==> config.mk <==
export PLATFORM = sky130hd
export DESIGN_NAME = ctrl_word_pipeline
export DESIGN_NICKNAME = d
export VERILOG_FILES = /design/src/rtl/ctrl_word_pipeline.sv
export SDC_FILE = /design/constraint.sdc
export NUM_CORES = 1
export LEC_CHECK = 0
export ABC_AREA = 1
export CAP_MARGIN = 20
export CORE_ASPECT_RATIO = 0.9
export CORE_UTILIZATION = 35
export DETAILED_ROUTE_END_ITERATION = 10
export PLACE_DENSITY = 0.8
export SLEW_MARGIN = 10
export SYNTH_ARGS = -nofsm -noshare
export SYNTH_HDL_FRONTEND = slang
export SYNTH_SLANG_ARGS = --single-unit
==> constraint.sdc <==
create_clock -name clk -period 3.8 [get_ports clk]
set_input_delay 0.38 -clock clk [delete_from_list [all_inputs] [get_ports clk]]
set_output_delay 0.38 -clock clk [all_outputs]
set_load 0.02 [all_outputs]
==> src/rtl/ctrl_word_pipeline.sv <==
// Microinstruction pipeline register: STAGES-deep control-word/state pipe with
// valid/ready, stall, flush-to-NOP and a wait-state hold. Optional: CTRL_PARITY_EN.
module ctrl_word_pipeline #(
    parameter int unsigned         WORD_W   = 38,
    parameter int unsigned         STATE_W  = 10,
    parameter int unsigned         CR_W     = 10,
    parameter int unsigned         STAGES   = 1,
    parameter int unsigned         WAIT_LSB = 35,
    parameter int unsigned         WAIT_W   = 3,
    parameter logic [WORD_W-1:0]   NOP_WORD = '0
) (
    input  logic               clk,
    input  logic               reset_n,
    input  logic               in_valid,
    output logic               in_ready,
    input  logic [WORD_W-1:0]  data_in,
    input  logic [STATE_W-1:0] current_state,
    input  logic               stall,
    input  logic               flush,
`ifdef CTRL_PARITY_EN
    input  logic               data_par,
    output logic               par_err,
`endif
    output logic               out_valid,
    output logic [WORD_W-1:0]  ctrl_word,
    output logic [STATE_W-1:0] curr_state,
    output logic [CR_W-1:0]    cr,
    output logic               wait_busy
);

    typedef struct packed {
        logic               valid;
        logic [WORD_W-1:0]  word;
        logic [STATE_W-1:0] state;
    } stage_t;

    localparam stage_t NOP_STAGE = {1'b0, NOP_WORD, {STATE_W{1'b0}}};

    stage_t              stage_q [STAGES];
    stage_t              stage_d [STAGES];
    logic [WAIT_W-1:0]   wait_cnt_q;
    logic [WAIT_W-1:0]   wait_cnt_d;
    logic                busy;

    assign busy     = stall | (wait_cnt_q != '0);
    assign in_ready = ~busy & ~flush;

    // Flush outranks stall and wait; the wait hold freezes every stage, not just the last.
    always_comb begin
        // NOTE: defaults first so every path assigns every bit and no latch is inferred.
        stage_d    = stage_q;
        wait_cnt_d = wait_cnt_q;
        if (flush) begin
            for (int k = 0; k < STAGES; k++) begin
                stage_d[k] = NOP_STAGE;
            end
            wait_cnt_d = '0;
        end else if (!stall) begin
            if (wait_cnt_q != '0) begin
                wait_cnt_d = wait_cnt_q - WAIT_W'(1);
            end else begin
                stage_d[0] = {in_valid, data_in, current_state};
                for (int k = 1; k < STAGES; k++) begin
                    stage_d[k] = stage_q[k-1];
                end
                // Only a valid word arriving at the output may start a hold.
                if (stage_d[STAGES-1].valid) begin
                    wait_cnt_d = stage_d[STAGES-1].word[WAIT_LSB +: WAIT_W];
                end
            end
        end
    end

    // NOTE: the stage array is small and feeds control lines directly, so it is reset
    // to NOP rather than left uninitialised like a datapath memory.
    always_ff @(posedge clk or negedge reset_n) begin
        if (!reset_n) begin
            for (int k = 0; k < STAGES; k++) begin
                stage_q[k] <= NOP_STAGE;
            end
            wait_cnt_q <= '0;
        end else begin
            // NOTE: non-blocking so every stage samples its neighbour's pre-edge value.
            stage_q    <= stage_d;
            wait_cnt_q <= wait_cnt_d;
        end
    end

`ifdef CTRL_PARITY_EN
    logic par_err_q;
    logic par_err_d;

    always_comb begin
        par_err_d = par_err_q | (in_ready & in_valid & (^{data_in, data_par}));
    end

    always_ff @(posedge clk or negedge reset_n) begin
        if (!reset_n) begin
            par_err_q <= 1'b0;
        end else begin
            par_err_q <= par_err_d;
        end
    end

    assign par_err = par_err_q;
`endif

    assign out_valid  = stage_q[STAGES-1].valid;
    assign ctrl_word  = stage_q[STAGES-1].word;
    assign curr_state = stage_q[STAGES-1].state;
    assign cr         = stage_q[STAGES-1].word[CR_W-1:0];
    assign wait_busy  = (wait_cnt_q != '0);

endmodule

Word-level counts from Yosys, hierarchy flattened:

Cells that the tools add are included.

* bits in registers: 52
* bits of input ports: 53
* output and inout port bits: 61

* add/subtract/negate cells: 1
* eq/ne operators: 2
* mux-type cells: 7
* bitwise logic cells: 4
* reduce and logical (&&, ||, !) cells: 4

Operator list (count)
* 49-bit 2-to-1 mux: 3
* 3-bit 2-to-1 mux: 4
* 3-bit nonzero test: 2
* 2-bit AND reduction: 2
* 3-bit by 1-bit subtractor with 3-bit output, second input constant: 1
* 2-bit by 1-bit != test with 1-bit output, second input constant: 1
* 2-bit != test, second input constant: 1
* 1-bit NOT: 2
* 1-bit bitwise AND: 1
* 1-bit OR: 1

Depth between registers and ports, before layout:

* depth after elaboration: 4
* gate-level depth with buffers: 9

Worst setup path before layout:

OpenSTA, ideal clock, no wires.

* path type: reg2out
* from: register wait_cnt_q[0]
* to: output port in_ready
* arrival: 1.205 ns
* path slack: 2.215 ns
* stages on the path, launching flop included: 8
* cell sequence: dfrtp_1 > inv_1 > ha_1 > inv_2 > nor2_4 > nand2_4 > nor2_8 > buf_6

* cells in the longest elaborated chain, start to end: 4

Ends and longest elaborated chain
* start, declared: RTL line 41 `logic [WAIT_W-1:0] wait_cnt_q;`
* start signal, assigned: RTL line 85 `wait_cnt_q <= wait_cnt_d;`
* 3-bit nonzero test: RTL line 45 `assign busy = stall | (wait_cnt_q != '0);`
* 1-bit OR: RTL line 45
* 1-bit NOT: RTL line 46 `assign in_ready = ~busy & ~flush;`
* 1-bit bitwise AND: RTL line 46
* end, declared: RTL line 15 `output logic in_ready,`

Every way passes these cells.

Worst setup path after layout:

Same ends and word-level chain as after synthesis.

==> reports/results.ini <==
[timing]
fin_setup_tns_ps=0
relSlewSlack_pct=42.70
holdWs_ps=95.70
tightest_slew_ps=858.2
period_share_pct=72.28
drv_slew=0
setup_violations=0
hold_viol_final=0
grt_setup_unrepaired=no
fin_crit_ps=2747
fin_skew_ps=2.445
max_freq_mhz=364.1

[finish]
multi_input_area_um2=788.3
drive_gt1_share_pct=4.384
syn_to_final_growth_pct=50.35
seqCellArea_um2=1301
nFillCells=573
diodes=0
stdcell_count=452
nets=419

[clock_network]
cts_tree=built
clkSinkCount=52
clk_latency_ps=290
cts_root_buf=clkbuf_8
cts_setup_buffers=0
cts_buffers=5
clk_pin_slew_ps=90
clockBufferDepth=2
ctsResizeCount=0
h-tree-depth=2
cts_hold_buf=0

[route]
drtAntennaViolNets=0
dr.max_layer_used=met4
first_pass_iters=4
route.detailed.drc=0
via_per_inst=4.555
met3_length_um=377
wl_per_cell_um=12.54
wl_met2_um=2677
routed_wirelength_um=5667
drt-met1-wl_um=2566
via_count=2059
drt-initial-drc-count=103

[setup_path]
cp.arrival_ps=2370
rrSetupSlack_ps=1610
reg2reg_depth=9
crit_slowest_cell=clkdlybuf4s50_1
cpLargestDelayFamily=buffers and inverters
path_class=flip-flop to output pin
end_kind=output pin
worstPathRequired_ps=3420
reg2reg_to=ctrl_word[30]
cp.depth=7
max_stage_delay_ps=610
crit_fanout=50
worstPathBufferInverterCount=3
cp_cell_sequence=inv_1, ha_1, inv_2, nor2_4, nand2_4, nor2_8, clkdlybuf4s50_1
critPathLaunch=wait_cnt_q[0]
timing.rr.start=wait_cnt_q[0]
start_kind=flip-flop

[floorplan]
die_area_um2=6954
ios=114
start_util_pct=37.10
die_h_um=79.21
core_um2=6250
num_rows=27
dieWidth_um=87.79

[outcome]
outcome=finished, final reports clean

[min_path]
holdCritPathClass=input port to asynchronous set/reset pin

[pwr]
peakVddDrop_uv=187.3
finalPower_w=0.001584
powerDensity_nw_per_um2=454.3
p_leak_nw=1.742

[placement]
dp_cells=444
port_buffers=113
finalWeightedCongestion=0.7232
dp_hpwl_um=3995

[grt]
grt_usage_pct=16.50
grt_max_degree=52
grt_pass1_vias=1975
antenna_found_initial=0
grt_pass1_wl_um=9018
overflow=0

[synth]
syn_nets=322
avgSynthCellArea_um2=8.683
netlist-cell-type-count=16
ys_seq_area_share_pct=56.13
ys_ff_latch=52
yosysWarningCount=0
syn_inst=267
netlist_area_um2=2318

[flow_run]
maxCapViolations=0

cell usage after synthesis:
cell | count | area (um2)
buf_1 | 1 | 3.750
buf_2 | 3 | 15.01
buf_4 | 10 | 75.07
buf_6 | 7 | 78.83
clkbuf_1 | 4 | 15.01
dfrtp_1 | 52 | 1301
ha_1 | 2 | 25.02
inv_1 | 9 | 33.78
inv_2 | 2 | 7.510
nand2_1 | 118 | 442.9
nand2_4 | 1 | 11.26
nand3_1 | 52 | 260.3
nor2_1 | 2 | 7.510
nor2_4 | 1 | 11.26
nor2_8 | 1 | 20.02
o21ai_0 | 2 | 10.01
layout make-up:
class / instances / area share, %
inverter: 11 / 1.184
tap: 87 / 3.123
clock buffer: 6 / 2.369
clock inverter: 2 / 0.2872
sequential: 52 / 37.33
timing repair buffer: 115 / 33.09
multi-input combinational: 179 / 22.61
power breakdown:
group	leakage (nW)	internal (W)	total (W)	switching [W]
registers	0.702	0.000631	0.000682	0.0000514
logic	0.989	0.000263	0.000587	0.000324
clock network	0.0510	0.000146	0.000314	0.000168
worst max-delay path by stage:
stage	end
floorplan	in_ready
global route	in_ready
finish	in_ready
global placement	in_ready
CTS	in_ready
detailed placement	in_ready
stage by stage:
step / utilization [%] / cell area [um2] / worst slack (ps)
after floorplan: - / 2318 / 2215
after global placement: 53.97 / 3373 / 1368
after detailed placement: 54.29 / 3393 / 1342
after CTS: 55.78 / 3486 / 1046
after global routing: 55.78 / 3486 / 876.2
final: 55.78 / 3486 / 1053
cell usage in the layout, fill, tap and decap left out, drive strengths merged, types with 3 or more instances in the layout:
cell | netlist | routed
buf | 21 | 3
inv | 11 | 11
nor2 | 4 | 4
clkbuf | 4 | 6
dfrtp | 52 | 52
nand3 | 52 | 52
nand2 | 119 | 119
clkdlybuf4s50 | 0 | 112
cell families after synthesis:
| group | synth area share (%) |
|---|---|
| buf+inv | 9.875 |
| compound gates | 0.4317 |
| simple gates | 32.49 |
| fa+ha+maj | 1.079 |
| flops | 56.13 |
registers in the layout, summed over array words and instances (netlist names):
register,flops
curr_state,10
out_valid,1
wait_cnt_q,3
ctrl_word,38
metal layers:
| metal | track usage [%] | up-vias |
|---|---|---|
| met3 | 3.430 | 6 |
| met1 | 21.39 | 959 |
| met5 | 0 | - |
| met2 | 27.44 | 76 |
| li1 | - | 1018 |
| met4 | 5.246 | 0 |
No activity file was read; power rests on OpenSTA's default activity.
